--- src/rtl/rv32i_types_pkg.sv ---
// Shared RV32I pipeline types: machine word and the hazard sequencer state encoding.
package rv32i_types_pkg;

  typedef logic [31:0] word_t;

  typedef enum logic {
    RUN  = 1'b0,
    WAIT = 1'b1
  } hazard_state_t;

  localparam word_t WORD_MAX = 32'hFFFF_FFFF;

endpackage

--- src/rtl/execute_hazard_if.sv ---
// Control bundle between the execute stage and the hazard sequencer.
interface execute_hazard_if;
  import rv32i_types_pkg::*;

  logic  dwait;
  logic  branch_mispredict;
  word_t branch_jump_addr;
  logic  flush;
  logic  stall;

  modport hazard (
    input  dwait, branch_mispredict, branch_jump_addr,
    output flush, stall
  );

  modport execute (
    output dwait, branch_mispredict, branch_jump_addr,
    input  flush, stall
  );

endinterface

--- src/rtl/sat_counter.sv ---
// 32-bit event counter that sticks at all-ones; clear wins over increment.
module sat_counter
  import rv32i_types_pkg::*;
(
  input  logic        clk,
  input  logic        rst_n,
  input  logic        inc,
  input  logic        clr,
  output logic [31:0] count
);

  word_t count_reg;

  always_ff @(posedge clk or negedge rst_n) begin
    if (!rst_n) begin
      count_reg <= '0;
    end else if (clr) begin
      count_reg <= '0;
    end else if (inc && (count_reg != WORD_MAX)) begin
      count_reg <= count_reg + 32'd1;
    end
  end

  assign count = count_reg;

endmodule

--- src/rtl/hazard_sequencer.sv ---
// Turns execute-stage stalls and mispredicts into fetch/execute flush, stall and
// PC-redirect controls, deferring the redirect while an instruction fetch is in flight.
module hazard_sequencer
  import rv32i_types_pkg::*;
(
  input  logic        CLK,
  input  logic        nRST,
  input  logic        ex_dwait,
  input  logic        ex_branch_mispredict,
  input  logic [31:0] ex_branch_jump_addr,
  input  logic        if_iwait,
  input  logic        cnt_clr,
  output logic        ex_flush,
  output logic        ex_stall,
  output logic        if_flush,
  output logic        if_stall,
  output logic        pc_load,
  output logic [31:0] pc_load_addr,
  output logic        redirect_pending,
  output logic [31:0] stall_cnt,
  output logic [31:0] redirect_cnt
);

  execute_hazard_if ex_if ();

  hazard_state_t state;
  hazard_state_t next_state;
  word_t         tgt_q;
  logic          mp;
  logic          capture;
  logic          flush_c;
  logic          stall_c;

  assign ex_if.dwait             = ex_dwait;
  assign ex_if.branch_mispredict = ex_branch_mispredict;
  assign ex_if.branch_jump_addr  = ex_branch_jump_addr;
  assign ex_if.flush             = flush_c;
  assign ex_if.stall             = stall_c;
  assign ex_flush                = ex_if.flush;
  assign ex_stall                = ex_if.stall;

  // A mispredict is only trusted once the execute stage has its data.
  assign mp = ex_if.branch_mispredict & ~ex_if.dwait;

  always_comb begin
    next_state   = state;
    flush_c      = 1'b0;
    stall_c      = 1'b0;
    if_flush     = 1'b0;
    if_stall     = 1'b0;
    pc_load      = 1'b0;
    capture      = 1'b0;
    pc_load_addr = (state == WAIT) ? tgt_q : ex_if.branch_jump_addr;
    case (state)
      RUN: begin
        if (ex_if.dwait) begin
          stall_c  = 1'b1;
          if_stall = 1'b1;
        end else if (mp && !if_iwait) begin
          pc_load  = 1'b1;
          if_flush = 1'b1;
          flush_c  = 1'b1;
        end else if (mp) begin
          capture    = 1'b1;
          flush_c    = 1'b1;
          if_stall   = 1'b1;
          next_state = WAIT;
        end else if (if_iwait) begin
          flush_c = 1'b1;
        end
      end
      WAIT: begin
        flush_c = 1'b1;
        if (if_iwait) begin
          if_stall = 1'b1;
        end else begin
          pc_load    = 1'b1;
          if_flush   = 1'b1;
          next_state = RUN;
        end
      end
      default: next_state = RUN;
    endcase
  end

  always_ff @(posedge CLK or negedge nRST) begin
    if (!nRST) begin
      state <= RUN;
      tgt_q <= '0;
    end else begin
      state <= next_state;
      if (capture) begin
        tgt_q <= ex_if.branch_jump_addr;
      end
    end
  end

  assign redirect_pending = (state == WAIT);

  sat_counter u_stall_cnt (
    .clk   (CLK),
    .rst_n (nRST),
    .inc   (ex_stall),
    .clr   (cnt_clr),
    .count (stall_cnt)
  );

  sat_counter u_redirect_cnt (
    .clk   (CLK),
    .rst_n (nRST),
    .inc   (pc_load),
    .clr   (cnt_clr),
    .count (redirect_cnt)
  );

endmodule

--- config.mk ---
export PLATFORM = sky130hd
export DESIGN_NAME = hazard_sequencer
export DESIGN_NICKNAME = d
export VERILOG_FILES = /design/src/rtl/rv32i_types_pkg.sv /design/src/rtl/execute_hazard_if.sv /design/src/rtl/sat_counter.sv /design/src/rtl/hazard_sequencer.sv
export SDC_FILE = /design/constraint.sdc
export NUM_CORES = 1
export LEC_CHECK = 0
export ABC_AREA = 1
export BUFFER_PORTS_ARGS = -buffer_cell sky130_fd_sc_hd__buf_2
export CAP_MARGIN = 10
export CORE_ASPECT_RATIO = 1.1
export CORE_UTILIZATION = 35
export DETAILED_ROUTE_END_ITERATION = 16
export SKIP_CTS_REPAIR_TIMING = 1
export SLEW_MARGIN = 10
export SYNTH_ARGS = -nofsm -noshare
export SYNTH_HDL_FRONTEND = slang
export SYNTH_SLANG_ARGS = --single-unit
--- constraint.sdc ---
create_clock -name CLK -period 1.6 [get_ports CLK]
set_input_delay 0.16 -clock CLK [delete_from_list [all_inputs] [get_ports CLK]]
set_output_delay 0.16 -clock CLK [all_outputs]
set_load 0.02 [all_outputs]
==> results by group, run 1 <==
Clock tree
  • CTS H-Tree Depth: 3
  • CTS tree: built
  • Root buf cell: clkbuf_16
  • Num CTS Buffers: 9
  • Sink Count: 97
  • Worst-case clock buffer depth: 2
  • Clock-pin slew on the worst setup and hold paths: 0.08 ns
  • Worst skew pair latency: 0.36 ns

Routing
  • Antenna violation net count after detailed routing: 0
  • Vias per inst: 4.75
  • First DRT Iteration DRCs: 374
  • Vias: 6389
  • DR DRC count: 0
  • Routed wire length: 17.5 mm
  • Wirelength per Cell: 13.0 um
  • DR pass1 iterations: 5

Cells and area
  • Ratio of cells with drive above 1 in the final layout: 31.5%
  • Nets: 1175
  • Most common cell after layout, fill and taps aside: nand2_1
  • Area grow syn2layout: 42.6%
  • Ant. Diodes: 0
  • Commonest cells after routing, fill and taps aside: 323 x nand2_1, 131 x buf_2, 113 x buf_4
  • Core Util, Final: 51.6%
  • Fillcell total: 1635

Critical path
  • Crit path cell chain: ha_4, nand2_4, nor2_4, nand2_4, nor2_4, a21oi_4, nor2_4, buf_4, nand2_1, nand2_1
  • Reg2reg setup slack: -0.002 ns
  • FF-to-FF End: u_redirect_cnt.count[6]
  • Slowest CP cell: dfrtp_2
  • Slowest stage delay, CP: 0.39 ns
  • R2r startpoint: u_redirect_cnt.count[1]
  • Worst r2r path cells: 10
  • Cell mode on critical path: nor2_4
  • WP data arrival: 1.90 ns
  • CP Data Required Time: 1.90 ns
  • Critical path class: flop to flop
  • Setup crit start kind: flop
  • Max FO, Critical Path: 7
  • Critical Path Sink Type: flop

Floorplan
  • Boundary Pins: 140
  • Die W: 126 um
  • Die H: 139 um
  • Placeable Area: 16500 sq um
  • Die area: 17600 sq um
  • Row Count: 49
  • Initial Utilization: 36.2%

STA
  • RSZ-0062 raised after global routing: true
  • Final Hold Viols: 0
  • Worst hold margin: 0.0672 ns
  • Endpoints failing setup: 3
  • Setup ws final: -0.00231 ns
  • Worst relative slew slack: 65.5%
  • Setup TNS Final: -0.00511 ns
  • Tcrit/Tclk final: 100%
  • Tightest Pin Transition: 0.518 ns
  • Final slew viol count: 0
  • Fin crit period: 1.60 ns
  • Clock skew: 0.0117 ns
  • Max Clk Rate: 624 MHz

Power and ir drop
  • Worst-case vdd ir drop: 0.713 mV
  • Leakage: 4.44 nW
  • Switch share: 26.0%
  • Int Power: 4.68 mW
  • Net Switching: 1.64 mW
  • Sequential share of power: 42.9%
  • PD cells: 743 nW/um^2
  • Share of power burned in combinational logic: 13.7%
  • Clk pwr share: 43.4%

Global routing
  • M2 GR Usage: 32.2%
  • Global route total overflow: 0
  • Number of global-route vias before repair: 5770
  • Initial antenna violation count: 0
  • First-pass GRT wire length: 28.0 mm
  • GRT Max-Usage Layer: met2
  • Largest net degree at the start of global routing: 65
  • Total track usage: 20.2%
  • Met3 usage: 2.85%
  • M1 GR Usage: 27.7%

Synth
  • Ys Warns: 0
  • Post-Syn Area: 5970 sq um
  • Top cell type's share of synthesized area: 40.7%
  • Mean post-synth cell area: 6.70 sq um
  • Leading cell types by total area after synthesis: dfrtp_1 41%, nand2_1 22%, o21ai_0 7.0%
  • Seq cells post-synth: 97
  • Cells after Synth: 891
  • Distinct cells, synth: 30
  • Post-Syn Nets: 931
  • Synth area leader: dfrtp_1
  • Seq/Total Area, Yosys: 40.7%

Place
  • Detail Placement HPWL: 13.1 mm
  • GP Congestion: 0.867
  • # port buffers: 139
  • Post-Place Worst Slack: -0.0928 ns

Min path
  • Hold path start: ex_branch_jump_addr[6]
  • Class of the tightest hold or removal check: input pin to flop
  • Hold Path End: tgt_q[6]
  • Hold path cells: 3

Outcome
  • Failing checks: setup timing
  • Status: finished with violations

Flow run
  • Max-cap violations: 0
worst max-delay path: cells and delay by family (launching register included):
family	cells	cell delay (ns)
AO/OA/AOI/OAI	1	0.11
adder cells (fa/ha/maj)	1	0.15
AND/OR/NAND/NOR	7	0.71
buffers and inverters	1	0.18
flip-flops	1	0.39
area by class of cell:
cell class / instances / area, sq um / area share (%)
clock buffers: 10 / 239 / 2.81
clock inverters: 6 / 138 / 1.62
repair buffers: 258 / 1700 / 20.0
well taps: 204 / 255 / 3.00
flip-flops and latches: 97 / 2440 / 28.7
multi-input cells: 667 / 3330 / 39.1
inverters: 101 / 392 / 4.60
repair inverters: 1 / 16.3 / 0.191
power groups by stage:
stage,logic [mW],registers (mW),clock network [mW]
after detailed placement,0.811,2.75,0
final,0.868,2.71,2.74
after global routing,0.977,2.73,2.90
after global placement,0.799,2.75,0
after CTS,0.812,2.71,2.81
after floorplan,0.473,2.75,0
cells in the mapped netlist:
| cell | number |
|---|---|
| or2_2 | 3 |
| a21oi_2 | 1 |
| buf_2 | 1 |
| inv_1 | 100 |
| nor2_1 | 100 |
| nand3_2 | 2 |
| nor3_1 | 1 |
| clkbuf_1 | 18 |
| buf_6 | 1 |
| nor2_4 | 3 |
| xnor2_1 | 16 |
| buf_4 | 4 |
| nand2_2 | 4 |
| inv_6 | 1 |
| nand3_1 | 52 |
| nand2_4 | 4 |
| nor2_2 | 6 |
| o21ai_0 | 83 |
| nand2_1 | 344 |
| dfrtp_1 | 97 |
| nand4_1 | 16 |
| a21oi_1 | 3 |
| buf_8 | 1 |
| and2_1 | 1 |
| o21ai_1 | 9 |
| o21bai_1 | 5 |
| nor2_8 | 1 |
| xor2_1 | 11 |
| buf_1 | 1 |
| ha_1 | 2 |
per-layer routing:
metal / up-vias / share of wire, % / routed length (um)
met5: - / 0 / 0
met3: 20 / 5.2 / 911
met2: 187 / 46 / 8010
met1: 2918 / 47 / 8200
met4: 0 / 2.0 / 350
li1: 3264 / - / -
how the worst max path moves through the flow:
stage,start,endpoint,slack [ns],cells past startpoint
final,u_redirect_cnt.count[1],u_redirect_cnt.count[6],-0.002,10
after global routing,u_redirect_cnt.count[1],u_redirect_cnt.count[5],-0.11,10
after CTS,redirect_pending,if_flush,-0.11,6
after detailed placement,u_redirect_cnt.count[1],u_redirect_cnt.count[14],-0.09,10
after global placement,u_stall_cnt.count[1],u_stall_cnt.count[19],-0.07,9
after floorplan,u_stall_cnt.count[1],u_stall_cnt.count[11],-0.02,11
cell families after synthesis:
kind of cell               share of synthesized area (%)
buffers and inverters                               8.66
DFF                                                 40.7
and+or+nand+nor                                     37.5
AOI/OAI and AO/OA                                   8.75
xor gates and xnor gates                            3.96
adders and majority gates                          0.419
stage by stage:
stage	instance area [sq um]	total power [mW]	std cells
CTS	8070	6.33	1332
global route	8510	6.61	1344
finish	8510	6.32	1344
global placement	7700	3.55	1316
floorplan	6030	3.22	891
detailed placement	7700	3.56	1316
Power figures use the tool's default switching activity.
==> run 2, diff against run 1 <==
- CORE_UTILIZATION: 35 -> 49
- PLACE_DENSITY: default -> 0.77
- SKIP_CTS_REPAIR_TIMING: 1 -> default
- SLEW_MARGIN: 10 -> 20
==> results by group, run 2 (synthesis gave the netlist of run 1 again) <==
STA
  • Max Clk Rate: 568 MHz
  • Final slew viol count: 0
  • Endpoints failing setup: 53
  • Worst relative slew slack: 64.6%
  • Clock skew: 0.00618 ns
  • Setup TNS Final: -3.11 ns
  • Final Hold Viols: 0
  • Tcrit/Tclk final: 110%
  • Tightest Pin Transition: 0.531 ns
  • Fin crit period: 1.76 ns
  • RSZ-0062 raised after global routing: true
  • Setup ws final: -0.160 ns

Routing
  • Antenna violation net count after detailed routing: 0
  • DR pass1 iterations: 5
  • Vias: 7012
  • Metal2 WL: 10.1 mm
  • M1 WL: 8.09 mm
  • DR DRC count: 0
  • Vias per inst: 5.34
  • Metal3 WL: 1.56 mm
  • First DRT Iteration DRCs: 566
  • Routed wire length: 20.6 mm
  • Wirelength per Cell: 15.7 um
  • Max Used Layer: met4

Critical path
  • Max FO, Critical Path: 7
  • Slowest stage delay, CP: 0.42 ns
  • Crit path cell chain: nand2_1, nor2_4, nand2_4, nor2_8, nand2_4, nand3_4, clkinvlp_4, nand2_1, nand2_1
  • Slowest CP cell: dfrtp_1
  • Worst path bufs/invs: 1
  • CP top delay family: simple AND/OR/NAND/NOR gates
  • Setup crit start kind: flop
  • WP data arrival: 1.99 ns
  • Critical path class: flop to flop
  • Cell mode on critical path: nand2_1
  • Critical Path Sink Type: flop
  • CP Data Required Time: 1.83 ns

Clock tree
  • CTS H-Tree Depth: 3
  • Sink Count: 97
  • Num CTS Buffers: 9
  • Clock-pin slew on the worst setup and hold paths: 0.07 ns
  • Worst-case clock buffer depth: 2
  • Worst skew pair latency: 0.35 ns
  • Root buf cell: clkbuf_16
  • CTS tree: built

Place
  • Placement Cell Area: 7620 sq um
  • # port buffers: 139
  • GP Congestion: 0.913
  • Dpl cells: 1262
  • Detail Placement HPWL: 12.1 mm

Outcome
  • Status: finished with violations
  • Failing checks: setup timing

Global routing
  • Number of global-route vias before repair: 6033
  • Largest net degree at the start of global routing: 98
  • First-pass GRT wire length: 28.7 mm
  • Initial antenna violation count: 0
  • Global route total overflow: 0
  • Total track usage: 28.5%

Floorplan
  • Boundary Pins: 140
  • Row Count: 41
  • Die area: 12600 sq um
  • Placeable Area: 11600 sq um
  • Die H: 118 um
  • Die W: 107 um
  • Initial Utilization: 51.2%

Power and ir drop
  • Leakage: 4.64 nW
  • Share of power burned in combinational logic: 16.8%
  • Switch share: 27.9%
  • Design Power: 6.37 mW
  • Net Switching: 1.78 mW
  • Sequential share of power: 42.7%
  • Int Power: 4.59 mW
  • Worst-case vdd ir drop: 0.563 mV
  • PD cells: 707 nW/um^2
  • Clk pwr share: 40.5%

Cells and area
  • Nets: 1197
  • Ant. Diodes: 0
  • Area grow syn2layout: 51.0%
  • Final Non-Filler Cells: 1312
  • Fillcell total: 793
  • Commonest cells after routing, fill and taps aside: 312 x nand2_1, 139 x buf_4, 111 x buf_2
  • Core Util, Final: 77.3%
  • Post-route cell area: 9010 sq um
  • Ratio of cells with drive above 1 in the final layout: 37.3%
  • Most common cell after layout, fill and taps aside: nand2_1

Flow run
  • Max-cap violations: 0

Min path
  • Class of the tightest hold or removal check: input pin to flop
==> run 2: metrics by stage <==
stage               worst slack [ns]  hold slack [ns]
floorplan                    -0.0157           -0.136
global placement              -0.306            0.261
detailed placement            -0.387            0.263
CTS                           -0.107           0.0756
global route                  -0.238           0.0819
finish                        -0.160           0.0758
==> run 2: layout make-up <==
| type | instances | area [sq um] | area share, % |
|---|---|---|---|
| clock buffers | 9 | 225 | 2.50 |
| clock inverters | 7 | 125 | 1.39 |
| inverters | 101 | 395 | 4.39 |
| multi-input cells | 670 | 3610 | 40.1 |
| flip-flops and latches | 97 | 2440 | 27.1 |
| well taps | 150 | 188 | 2.08 |
| repair buffers | 277 | 2010 | 22.3 |
| repair inverters | 1 | 16.3 | 0.181 |
==> run 2: worst paths after layout <==
| path | startpoint | cells past startpoint | slack [ns] | end |
|---|---|---|---|---|
| min | ex_branch_jump_addr[19] | 3 | 0.08 | tgt_q[19] |
| max | u_stall_cnt.count[5] | 9 | -0.16 | u_stall_cnt.count[9] |
| min reg2reg | tgt_q[19] | 2 | 0.49 | tgt_q[19] |
| max reg2reg | u_stall_cnt.count[5] | 9 | -0.16 | u_stall_cnt.count[9] |
| min in group asynchronous | nRST | 3 | 0.41 | u_redirect_cnt.count[26] |
| max in group asynchronous | nRST | 3 | 0.77 | redirect_pending |
==> run 2: power by group through the flow <==
| stage | clock network [mW] | logic, mW | registers, mW |
|---|---|---|---|
| floorplan | 0 | 0.473 | 2.75 |
| global placement | 0 | 0.765 | 2.75 |
| detailed placement | 0 | 0.785 | 2.75 |
| CTS | 2.58 | 0.864 | 2.71 |
| global route | 2.70 | 1.17 | 2.74 |
| finish | 2.58 | 1.07 | 2.72 |
==> run 2: worst reg2reg max path, cell delays in order, from the launching register on <==
cell and delay [ns]:
dfrtp_1 0.42, nand2_1 0.15, nor2_4 0.22, nand2_4 0.10, nor2_8 0.13, nand2_4 0.10
nand3_4 0.13, clkinvlp_4 0.20, nand2_1 0.12, nand2_1 0.08
==> run 2: repair_timing <==
action	4_1_cts	5_1_grt
endpoints found under the hold margin	97	0
gates cloned	5	5
buffers inserted	5	20
pin swaps	15	55
hold buffers	1	0
gates resized for setup	62	177
setup endpoints to repair	93	92
==> run 2: metal layers <==
metal / GRT usage (%) / vias up
met5: 0 / -
met4: 8.65 / 0
met3: 4.71 / 94
met2: 47.6 / 383
met1: 37.6 / 3222
li1: - / 3313
==> run 3, diff against run 2 <==
- CORE_MARGIN: default -> 2
- clock period: 1.6 -> 1.5 ns (I/O delays scaled with it)
==> results by group, run 3 (synthesis gave the netlist of run 1 again) <==
Outcome
  • Status: finished with violations
  • Failing checks: setup timing

Critical path
  • Max FO, Critical Path: 6
  • Critical path class: flop to flop
  • Critical Path Sink Type: flop
  • Worst r2r path cells: 9
  • R2r startpoint: u_redirect_cnt.count[22]
  • Setup crit start kind: flop
  • Worst Setup SP: u_redirect_cnt.count[22]
  • CP Data Required Time: 1.80 ns
  • FF-to-FF End: u_redirect_cnt.count[19]
  • Reg2reg setup slack: -0.33 ns
  • WP data arrival: 2.13 ns

Clock tree
  • Num CTS Buffers: 9
  • CTS H-Tree Depth: 3
  • CTS tree: built
  • Root buf cell: clkbuf_16
  • Sink Count: 97
  • Worst skew pair latency: 0.37 ns
  • Clock-pin slew on the worst setup and hold paths: 0.08 ns
  • Worst-case clock buffer depth: 2

STA
  • Max Clk Rate: 546 MHz
  • Clock skew: 0.0112 ns
  • RSZ-0062 raised after global routing: true
  • Setup ws final: -0.332 ns
  • Final slew viol count: 0
  • Fin crit period: 1.83 ns
  • Worst relative slew slack: 73.2%
  • Endpoints failing setup: 105
  • Final Hold Viols: 0
  • Tcrit/Tclk final: 122%
  • Worst hold margin: 0.0975 ns
  • Tightest Pin Transition: 0.402 ns

Routing
  • Wirelength per Cell: 18.8 um
  • Vias per inst: 5.73
  • DR DRC count: 0
  • Antenna violation net count after detailed routing: 0
  • Vias: 7722
  • Routed wire length: 25.4 mm
  • First DRT Iteration DRCs: 780
  • DR pass1 iterations: 7

Cells and area
  • Register area: 2440 sq um
  • Multi-input logic area: 4210 sq um
  • Fillcell total: 633
  • Final Non-Filler Cells: 1348
  • Area grow syn2layout: 70.4%
  • Nets: 1229
  • Ant. Diodes: 0
  • Ratio of cells with drive above 1 in the final layout: 47.0%
  • Core Util, Final: 84.8%
  • Post-route cell area: 10200 sq um
  • Commonest cells after routing, fill and taps aside: 250 x nand2_1, 132 x buf_4, 101 x buf_2
  • Most common cell after layout, fill and taps aside: nand2_1

Floorplan
  • Boundary Pins: 140
  • Die area: 13100 sq um
  • Initial Utilization: 49.8%
  • Row Count: 42
  • Placeable Area: 12000 sq um
  • Die H: 120 um
  • Die W: 109 um

Place
  • Dpl cells: 1294
  • # port buffers: 139
  • Detail Placement HPWL: 12.9 mm
  • GP Congestion: 0.938
  • Placement Cell Area: 7850 sq um

Min path
  • Hold path start: ex_branch_jump_addr[6]
  • Hold path cells: 3
  • Class of the tightest hold or removal check: input pin to flop
  • Hold Path End: tgt_q[6]

Global routing
  • First-pass GRT wire length: 33.0 mm
  • Total track usage: 32.2%
  • Number of global-route vias before repair: 6814
  • Global route total overflow: 0
  • Initial antenna violation count: 0
  • Largest net degree at the start of global routing: 65

Flow run
  • Max-cap violations: 0

Power and ir drop
  • Worst-case vdd ir drop: 0.648 mV
  • Design Power: 7.01 mW
  • PD cells: 689 nW/um^2
  • Leakage: 5.28 nW
[run 3: critical path, cell delays in order (launching register included)]
cell	delay, ns
dfrtp_1	0.37
nand2_1	0.10
nor2_1	0.30
nand2_1	0.15
nor2_2	0.21
a21oi_4	0.12
nor2_4	0.21
buf_6	0.18
nand2_2	0.06
nand2_1	0.06
[run 3: final cells by class]
type / count / area share [%]
repair inverters: 1 / 0.160
clock buffers: 9 / 2.22
repair buffers: 311 / 25.7
flip-flops and latches: 97 / 24.0
multi-input cells: 668 / 41.4
clock inverters: 7 / 0.714
inverters: 101 / 3.93
well taps: 154 / 1.90
[run 3: timing repair]
item	in CTS	in global routing
gates cloned	8	8
buffers inserted	13	11
endpoints found under the hold margin	25	0
resized for setup	218	218
hold buffers	1	0
endpoints found under the setup margin	97	101
pin swaps	45	48
[run 3: how the worst max path moves through the flow]
stage	endpoint	depth (start not counted)
finish	u_redirect_cnt.count[19]	9
global route	u_redirect_cnt.count[10]	9
CTS	u_redirect_cnt.count[26]	10
detailed placement	u_redirect_cnt.count[19]	10
global placement	u_redirect_cnt.count[1]	10
floorplan	u_redirect_cnt.count[19]	10
[run 3: where the power goes]
part           switching [mW]  internal, mW
clock network            1.23          1.18
registers               0.199          2.79
logic                   0.903         0.707
[run 3: layer usage]
layer,part of all wire [%],up-vias,track usage (%)
met3,8.6,152,4.78
met1,36,3608,40.9
met5,0,-,0
met4,5.7,0,13.7
met2,50,581,54.3
li1,-,3381,-
[run 3: per-stage QoR]
stage,setup TNS (ns),worst slack (ns)
3_3_place_gp,-3.77,-0.130
3_5_place_dp,-5.82,-0.186
4_1_cts,-4.09,-0.116
6_report,-15.55,-0.332
2_1_floorplan,-4.61,-0.111
5_1_grt,-19.27,-0.340
